## src/rtl/alu_arbiter_if.sv

```systemverilog
// Bus bundle between the requesters, the alu_arbiter and the shared 16-bit ALU.
// slave modport is the arbiter's view; master modport is the requester/ALU side.
// Optional macro ALU_LOCK_EN adds the per-requester lock input.
interface alu_arbiter_if #(
  parameter int NREQ = 2
);
  logic [NREQ-1:0]      req;
  logic [16*NREQ-1:0]   a_in;
  logic [16*NREQ-1:0]   b_in;
  logic [8*NREQ-1:0]    op_in;
  logic [NREQ-1:0]      cf_in;
`ifdef ALU_LOCK_EN
  logic [NREQ-1:0]      lock;
`endif
  logic [NREQ-1:0]      gnt;
  logic [NREQ-1:0]      done;
  logic [15:0]          acc_out;
  logic [15:0]          c_out;
  logic                 c_flag_out;
  logic                 z_flag_out;
  logic                 o_flag_out;
  logic [15:0]          alu_a;
  logic [15:0]          alu_b;
  logic [7:0]           alu_op;
  logic                 alu_cf;
  logic [15:0]          alu_acc;
  logic [15:0]          alu_c;
  logic                 alu_c_flag;
  logic                 alu_z_flag;
  logic                 alu_o_flag;

  modport slave (
`ifdef ALU_LOCK_EN
    input  lock,
`endif
    input  req, a_in, b_in, op_in, cf_in,
    input  alu_acc, alu_c, alu_c_flag, alu_z_flag, alu_o_flag,
    output gnt, done, acc_out, c_out, c_flag_out, z_flag_out, o_flag_out,
    output alu_a, alu_b, alu_op, alu_cf
  );

  modport master (
`ifdef ALU_LOCK_EN
    output lock,
`endif
    output req, a_in, b_in, op_in, cf_in,
    output alu_acc, alu_c, alu_c_flag, alu_z_flag, alu_o_flag,
    input  gnt, done, acc_out, c_out, c_flag_out, z_flag_out, o_flag_out,
    input  alu_a, alu_b, alu_op, alu_cf
  );
endinterface

```

## src/rtl/alu_arbiter.sv

```systemverilog
// Round-robin arbiter sharing one clocked 16-bit ALU between NREQ requesters.
// Flow: IDLE (pick winner, register operands) -> WAIT (ALU_LAT edges) ->
// RESP (one-cycle done pulse with captured acc/c/flags) -> IDLE.
// Optional macro ALU_LOCK_EN: a locked winner that still requests in RESP is
// granted again straight away, keeping multi-word ADC/SUC chains together.
module alu_arbiter #(
  parameter int NREQ    = 2,
  parameter int ALU_LAT = 1
) (
  input  logic         clk,
  input  logic         reset,
  alu_arbiter_if.slave bus
);
  localparam int IW = (NREQ > 1) ? $clog2(NREQ) : 1;
  localparam int CW = $clog2(ALU_LAT + 2);

  localparam logic [1:0] S_IDLE = 2'd0;
  localparam logic [1:0] S_WAIT = 2'd1;
  localparam logic [1:0] S_RESP = 2'd2;

  logic [1:0]      state_q, state_d;
  logic [CW-1:0]   cnt_q, cnt_d;
  logic [IW-1:0]   winner_q, winner_d;
  logic [IW-1:0]   last_winner_q, last_winner_d;
  logic [NREQ-1:0] gnt_q, gnt_d;
  logic [NREQ-1:0] done_q, done_d;
  logic [15:0]     alu_a_q, alu_a_d;
  logic [15:0]     alu_b_q, alu_b_d;
  logic [7:0]      alu_op_q, alu_op_d;
  logic            alu_cf_q, alu_cf_d;
  logic [15:0]     acc_q, acc_d;
  logic [15:0]     c_q, c_d;
  logic            c_flag_q, c_flag_d;
  logic            z_flag_q, z_flag_d;
  logic            o_flag_q, o_flag_d;
`ifdef ALU_LOCK_EN
  logic            lock_hold_q, lock_hold_d;
`endif

  logic            found;
  logic [IW-1:0]   pick;
  logic [IW-1:0]   cand;
  logic [15:0]     sel_a, sel_b;
  logic [7:0]      sel_op;
  logic            sel_cf;

  // Winner search: first active req upward from last_winner+1, unless a lock re-grant is pending
  always_comb begin
    found = 1'b0;
    pick  = '0;
    cand  = '0;
    for (int k = 1; k <= NREQ; k++) begin
      cand = IW'((int'(last_winner_q) + k) % NREQ);
      if (!found && bus.req[cand]) begin
        found = 1'b1;
        pick  = cand;
      end
    end
`ifdef ALU_LOCK_EN
    if (lock_hold_q && bus.req[winner_q]) begin
      found = 1'b1;
      pick  = winner_q;
    end
`endif
  end

  // Operand mux selecting the candidate winner's packed slice
  always_comb begin
    sel_a  = '0;
    sel_b  = '0;
    sel_op = '0;
    sel_cf = 1'b0;
    for (int i = 0; i < NREQ; i++) begin
      if (pick == IW'(i)) begin
        sel_a  = bus.a_in[16*i +: 16];
        sel_b  = bus.b_in[16*i +: 16];
        sel_op = bus.op_in[8*i +: 8];
        sel_cf = bus.cf_in[i];
      end
    end
  end

  // Next-state logic for the IDLE/WAIT/RESP sequence and all holding registers
  always_comb begin
    state_d       = state_q;
    cnt_d         = cnt_q;
    winner_d      = winner_q;
    last_winner_d = last_winner_q;
    gnt_d         = gnt_q;
    done_d        = done_q;
    alu_a_d       = alu_a_q;
    alu_b_d       = alu_b_q;
    alu_op_d      = alu_op_q;
    alu_cf_d      = alu_cf_q;
    acc_d         = acc_q;
    c_d           = c_q;
    c_flag_d      = c_flag_q;
    z_flag_d      = z_flag_q;
    o_flag_d      = o_flag_q;
`ifdef ALU_LOCK_EN
    lock_hold_d   = lock_hold_q;
`endif
    case (state_q)
      S_IDLE: begin
        if (found) begin
          winner_d = pick;
          alu_a_d  = sel_a;
          alu_b_d  = sel_b;
          alu_op_d = sel_op;
          alu_cf_d = sel_cf;
          gnt_d    = {{(NREQ-1){1'b0}}, 1'b1} << pick;
          cnt_d    = CW'(ALU_LAT);
          state_d  = S_WAIT;
`ifdef ALU_LOCK_EN
          lock_hold_d = 1'b0;
`endif
        end
      end
      S_WAIT: begin
        if (cnt_q == '0) begin
          acc_d    = bus.alu_acc;
          c_d      = bus.alu_c;
          c_flag_d = bus.alu_c_flag;
          z_flag_d = bus.alu_z_flag;
          o_flag_d = bus.alu_o_flag;
          done_d   = gnt_q;
          state_d  = S_RESP;
        end else begin
          cnt_d = cnt_q - CW'(1);
        end
      end
      S_RESP: begin
        done_d  = '0;
        gnt_d   = '0;
        state_d = S_IDLE;
`ifdef ALU_LOCK_EN
        if (bus.lock[winner_q] && bus.req[winner_q]) begin
          lock_hold_d = 1'b1;
        end else begin
          last_winner_d = winner_q;
        end
`else
        last_winner_d = winner_q;
`endif
      end
      default: state_d = S_IDLE;
    endcase
  end

  // State registers; reset discards any in-flight operation and gives requester 0 top priority
  always_ff @(posedge clk) begin
    if (!reset) begin
      state_q       <= S_IDLE;
      cnt_q         <= '0;
      winner_q      <= '0;
      last_winner_q <= IW'(NREQ - 1);
      gnt_q         <= '0;
      done_q        <= '0;
      alu_a_q       <= '0;
      alu_b_q       <= '0;
      alu_op_q      <= '0;
      alu_cf_q      <= 1'b0;
      acc_q         <= '0;
      c_q           <= '0;
      c_flag_q      <= 1'b0;
      z_flag_q      <= 1'b0;
      o_flag_q      <= 1'b0;
`ifdef ALU_LOCK_EN
      lock_hold_q   <= 1'b0;
`endif
    end else begin
      state_q       <= state_d;
      cnt_q         <= cnt_d;
      winner_q      <= winner_d;
      last_winner_q <= last_winner_d;
      gnt_q         <= gnt_d;
      done_q        <= done_d;
      alu_a_q       <= alu_a_d;
      alu_b_q       <= alu_b_d;
      alu_op_q      <= alu_op_d;
      alu_cf_q      <= alu_cf_d;
      acc_q         <= acc_d;
      c_q           <= c_d;
      c_flag_q      <= c_flag_d;
      z_flag_q      <= z_flag_d;
      o_flag_q      <= o_flag_d;
`ifdef ALU_LOCK_EN
      lock_hold_q   <= lock_hold_d;
`endif
    end
  end

  assign bus.gnt        = gnt_q;
  assign bus.done       = done_q;
  assign bus.acc_out    = acc_q;
  assign bus.c_out      = c_q;
  assign bus.c_flag_out = c_flag_q;
  assign bus.z_flag_out = z_flag_q;
  assign bus.o_flag_out = o_flag_q;
  assign bus.alu_a      = alu_a_q;
  assign bus.alu_b      = alu_b_q;
  assign bus.alu_op     = alu_op_q;
  assign bus.alu_cf     = alu_cf_q;
endmodule

```

## src/flat_wrapper.sv

```systemverilog
// flat-port wrapper written by rule: the top's interface ports become plain ports
module alu_arbiter_flat 
#(
  parameter int NREQ    = 2,
  parameter int ALU_LAT = 1
)
  (clk, reset, bus_req, bus_a_in, bus_b_in, bus_op_in, bus_cf_in, bus_alu_acc, bus_alu_c, bus_alu_c_flag, bus_alu_z_flag, bus_alu_o_flag, bus_gnt, bus_done, bus_acc_out, bus_c_out, bus_c_flag_out, bus_z_flag_out, bus_o_flag_out, bus_alu_a, bus_alu_b, bus_alu_op, bus_alu_cf);
  alu_arbiter_if #(.NREQ(NREQ)) bus_i ();
  input  logic clk;
  input  logic reset;
  input wire logic [$bits(bus_i.req)-1:0] bus_req;
  input wire logic [$bits(bus_i.a_in)-1:0] bus_a_in;
  input wire logic [$bits(bus_i.b_in)-1:0] bus_b_in;
  input wire logic [$bits(bus_i.op_in)-1:0] bus_op_in;
  input wire logic [$bits(bus_i.cf_in)-1:0] bus_cf_in;
  input wire logic [$bits(bus_i.alu_acc)-1:0] bus_alu_acc;
  input wire logic [$bits(bus_i.alu_c)-1:0] bus_alu_c;
  input wire logic [$bits(bus_i.alu_c_flag)-1:0] bus_alu_c_flag;
  input wire logic [$bits(bus_i.alu_z_flag)-1:0] bus_alu_z_flag;
  input wire logic [$bits(bus_i.alu_o_flag)-1:0] bus_alu_o_flag;
  output wire logic [$bits(bus_i.gnt)-1:0] bus_gnt;
  output wire logic [$bits(bus_i.done)-1:0] bus_done;
  output wire logic [$bits(bus_i.acc_out)-1:0] bus_acc_out;
  output wire logic [$bits(bus_i.c_out)-1:0] bus_c_out;
  output wire logic [$bits(bus_i.c_flag_out)-1:0] bus_c_flag_out;
  output wire logic [$bits(bus_i.z_flag_out)-1:0] bus_z_flag_out;
  output wire logic [$bits(bus_i.o_flag_out)-1:0] bus_o_flag_out;
  output wire logic [$bits(bus_i.alu_a)-1:0] bus_alu_a;
  output wire logic [$bits(bus_i.alu_b)-1:0] bus_alu_b;
  output wire logic [$bits(bus_i.alu_op)-1:0] bus_alu_op;
  output wire logic [$bits(bus_i.alu_cf)-1:0] bus_alu_cf;
  assign bus_i.req = bus_req;
  assign bus_i.a_in = bus_a_in;
  assign bus_i.b_in = bus_b_in;
  assign bus_i.op_in = bus_op_in;
  assign bus_i.cf_in = bus_cf_in;
  assign bus_i.alu_acc = bus_alu_acc;
  assign bus_i.alu_c = bus_alu_c;
  assign bus_i.alu_c_flag = bus_alu_c_flag;
  assign bus_i.alu_z_flag = bus_alu_z_flag;
  assign bus_i.alu_o_flag = bus_alu_o_flag;
  assign bus_gnt = bus_i.gnt;
  assign bus_done = bus_i.done;
  assign bus_acc_out = bus_i.acc_out;
  assign bus_c_out = bus_i.c_out;
  assign bus_c_flag_out = bus_i.c_flag_out;
  assign bus_z_flag_out = bus_i.z_flag_out;
  assign bus_o_flag_out = bus_i.o_flag_out;
  assign bus_alu_a = bus_i.alu_a;
  assign bus_alu_b = bus_i.alu_b;
  assign bus_alu_op = bus_i.alu_op;
  assign bus_alu_cf = bus_i.alu_cf;
  alu_arbiter #(.NREQ(NREQ), .ALU_LAT(ALU_LAT)) u_core (.clk(clk), .reset(reset), .bus(bus_i));
endmodule
```

## config.mk

```make
export PLATFORM = sky130hd
export DESIGN_NAME = alu_arbiter_flat
export DESIGN_NICKNAME = d
export VERILOG_FILES = /design/src/rtl/alu_arbiter_if.sv /design/src/rtl/alu_arbiter.sv /design/src/flat_wrapper.sv
export SDC_FILE = /design/constraint.sdc
export NUM_CORES = 1
export LEC_CHECK = 0
export ABC_AREA = 1
export BUFFER_PORTS_ARGS = -buffer_cell sky130_fd_sc_hd__buf_2
export CORE_MARGIN = 10
export CORE_UTILIZATION = 46
export CTS_CLUSTER_DIAMETER = 80
export CTS_CLUSTER_SIZE = 10
export DETAILED_ROUTE_END_ITERATION = 12
export HOLD_SLACK_MARGIN = 0.15
export PLACE_DENSITY = 0.81
export SLEW_MARGIN = 20
export SYNTH_ARGS = -nofsm -noshare
export SYNTH_HDL_FRONTEND = slang
export SYNTH_SLANG_ARGS = --single-unit
```

## constraint.sdc

```tcl
create_clock -name clk -period 1.65 [get_ports clk]
set_input_delay 0.165 -clock clk [delete_from_list [all_inputs] [get_ports clk]]
set_output_delay 0.165 -clock clk [all_outputs]
set_load 0.05 [all_outputs]
```

==> impl_metrics.env <==
export IMPL_ys_warnings_count=0
export IMPL_yosysMostFrequentCell="nand2_1"
export IMPL_slew_headroom=0.816
export IMPL_synth_cells=646
export IMPL_grt_first_pass_wirelength_microns=23600
export IMPL_ys_top_cells_by_count="nand2_1, nor2_1, inv_1, dfxtp_1, a21oi_1"
export IMPL_row_count=33
export IMPL_wl_per_cell_microns=14.0
export IMPL_cp_start_kind="flip-flop"
export IMPL_tns_ns=0
export IMPL_cts_tree="done"
export IMPL_vias=4894
export IMPL_antenna_left=0
export IMPL_synth_area_leaders="dfxtp_1, nand2_1, nor2_1"
export IMPL_path_class="reg -> reg"
export IMPL_grt_max_degree=62
export IMPL_cts_hold_buffers=93
export IMPL_hold_viol_final=0
export IMPL_status="completed"
export IMPL_critical_path_arrival_ns=1.71
export IMPL_numPortBuffers=200
export IMPL_htreeDepth=3
export IMPL_cp_end_kind="flip-flop"
export IMPL_fin_ws_ns=0.218
export IMPL_rrSetupSlack_ns=0.22
export IMPL_ys_seq_area_frac=0.434
export IMPL_crit_required_ns=1.93
export IMPL_synth_top_cell_area_share=0.434
export IMPL_postPlaceCellArea_sq_um=5060
export IMPL_core_area_sq_um=8300
export IMPL_finClkSkew_ns=0.0126
export IMPL_slew_viol_final=0
export IMPL_drt_iter0_markers=351
export IMPL_grt_pass1_vias=4935
export IMPL_crit_fanout=23
export IMPL_drc=0
export IMPL_setup_violations_final=0
export IMPL_wl_microns=14600
export IMPL_timing_final_crit_share=0.868
export IMPL_via_per_inst=4.69
export IMPL_fillers=616
export IMPL_die_w_microns=113
export IMPL_worstRegToRegCells=7
export IMPL_fin_area_sq_um=6180
export IMPL_antenna_found_initial=3
export IMPL_fin_hold_ws_ns=0.167
export IMPL_post_route_cells_drive_above_1_share=0.253
export IMPL_grt_ovfl_total=0
export IMPL_dieHeight_microns=113
export IMPL_synth_cell_type_count=18
export IMPL_p_leak_nw=3.47
export IMPL_synth_seq_cells=86
export IMPL_syn_area_per_cell_sq_um=6.14
export IMPL_syn_area_sq_um=3970
export IMPL_clkSinkCount=86
export IMPL_dpl_hpwl_microns=9340
export IMPL_fmax_mhz=698
export IMPL_reg2reg_from="u_core.cnt_q[0]$_SDFFE_PN0P_"
export IMPL_seqCellArea_sq_um=1720
export IMPL_hold_path_end="u_core.bus.alu_a[12]$_SDFFE_PN0P_"
export IMPL_max_cap_violations=0
export IMPL_nets=1052
export IMPL_synth_largest_area_cell="dfxtp_1"
export IMPL_drtPass1Iterations=4
export IMPL_final_util=0.745
export IMPL_rsz0062_at_grt="no"
export IMPL_initial_utilization=0.478
export IMPL_syn_nets=768
export IMPL_multi_input_area_sq_um=1720
export IMPL_die_area_sq_um=12700
export IMPL_gp_congestion=0.801
export IMPL_fin_crit_ns=1.43
export IMPL_track_usage=0.221
export IMPL_synth_edf_count=0
export IMPL_peakVddDrop_uv=716
export IMPL_cts_resized=0
export IMPL_dp_slack_ns=0.239
export IMPL_holdPathStages=5
export IMPL_r2r_end="u_core.bus.acc_out[2]$_SDFFE_PN0P_"
export IMPL_ys_flop_type="dfxtp_1"
export IMPL_cts_path_max_buffers=2
export IMPL_cts_clk_slew_worst_paths_ns=0.10
export IMPL_min_from="bus_a_in[28]"
export IMPL_ios=201
export IMPL_cts_setup_buffers=0
export IMPL_hold_class="in -> reg"
export IMPL_area_delta_synth_final_pct=55.9
export IMPL_tightest_slew_ns=0.277
export IMPL_cts_buffers=9
export IMPL_clkLatencyLatePin_ns=0.35
export IMPL_cts_root_buf="clkbuf_8"
export IMPL_powerDensity_nw_per_um2=1070
export IMPL_synthArstFlopShare=0
==> registers in the layout, indices dropped and copies added (netlist names), 2 cells and up <==
signal              cells
u_core.bus.alu_b       16
u_core.bus.alu_op       8
u_core.bus.gnt          2
u_core.bus.done         2
u_core.bus.acc_out     16
u_core.cnt_q            2
u_core.bus.c_out       16
u_core.state_q          2
u_core.bus.alu_a       16
==> per-stage QoR <==
stage | instances | power, mW
after floorplan | 646 | 4.37
after global placement | 931 | 4.96
after detailed placement | 931 | 5.02
after CTS | 1040 | 6.61
after global routing | 1043 | 7.00
final | 1043 | 6.59
==> layout by cell type, fill, tap and decap left out, drive strengths merged <==
master,n
diode,3
dlygate4sd3,93
inv,98
o21ai,3
nand2,250
nand3,6
dfxtp,86
clkinvlp,2
nor2,134
ha,1
buf,213
nor3,1
clkbuf,9
a21oi,38
a21boi,1
==> metal layers <==
metal / vias up / wire (microns) / global-route usage
met2: 236 / 7200 / 0.390
met1: 2165 / 5610 / 0.226
met5: - / 0 / 0
met3: 51 / 1140 / 0.0708
met4: 0 / 687 / 0.125
li1: 2442 / - / -
==> cell type report <==
class                      instances  area share
tap                              105      0.0212
clock buffer                       9      0.0200
antenna                            3     0.00121
multi-input combinational        434       0.278
timing repair buffer             306       0.334
clock inverter                     7     0.00992
sequential                        86       0.278
inverter                          93      0.0565
==> power breakdown <==
group | internal, mW | switching [mW]
registers | 2.36 | 0.148
logic | 0.823 | 1.87
clock network | 0.579 | 0.821
==> critical path, cell delays in order, from the launching register on <==
cell	delay, ns
dfxtp_1	0.32
inv_1	0.07
ha_1	0.21
nand3_2	0.11
inv_2	0.22
buf_12	0.19
nand2_1	0.06
a21oi_1	0.17
==> worst max path at each step <==
| stage | startpoint | endpoint | slack (ns) | cells after the start |
|---|---|---|---|---|
| final | u_core.cnt_q[0]$_SDFFE_PN0P_ | u_core.bus.acc_out[2]$_SDFFE_PN0P_ | 0.22 | 7 |
| after global routing | u_core.cnt_q[0]$_SDFFE_PN0P_ | u_core.bus.acc_out[2]$_SDFFE_PN0P_ | 0.10 | 7 |
| after CTS | u_core.cnt_q[0]$_SDFFE_PN0P_ | u_core.bus.acc_out[2]$_SDFFE_PN0P_ | 0.22 | 7 |
| after detailed placement | u_core.cnt_q[0]$_SDFFE_PN0P_ | u_core.bus.acc_out[2]$_SDFFE_PN0P_ | 0.24 | 7 |
| after global placement | u_core.cnt_q[0]$_SDFFE_PN0P_ | u_core.bus.acc_out[2]$_SDFFE_PN0P_ | 0.37 | 7 |
| after floorplan | u_core.cnt_q[0]$_SDFFE_PN0P_ | u_core.bus.acc_out[10]$_SDFFE_PN0P_ | 0.44 | 7 |
==> cell families (layout without fill, tap and decap cells) <==
| kind of cell | after synthesis | count (layout) | synth area share |
|---|---|---|---|
| AO/OA/AOI/OAI | 42 | 42 | 0.0536 |
| adder cells (fa/ha/maj) | 1 | 1 | 0.00316 |
| buffers and inverters | 126 | 415 | 0.132 |
| flip-flops | 86 | 86 | 0.434 |
| other | 0 | 3 | 0 |
| AND/OR/NAND/NOR | 391 | 391 | 0.377 |
(Power assumes the default switching activity.)
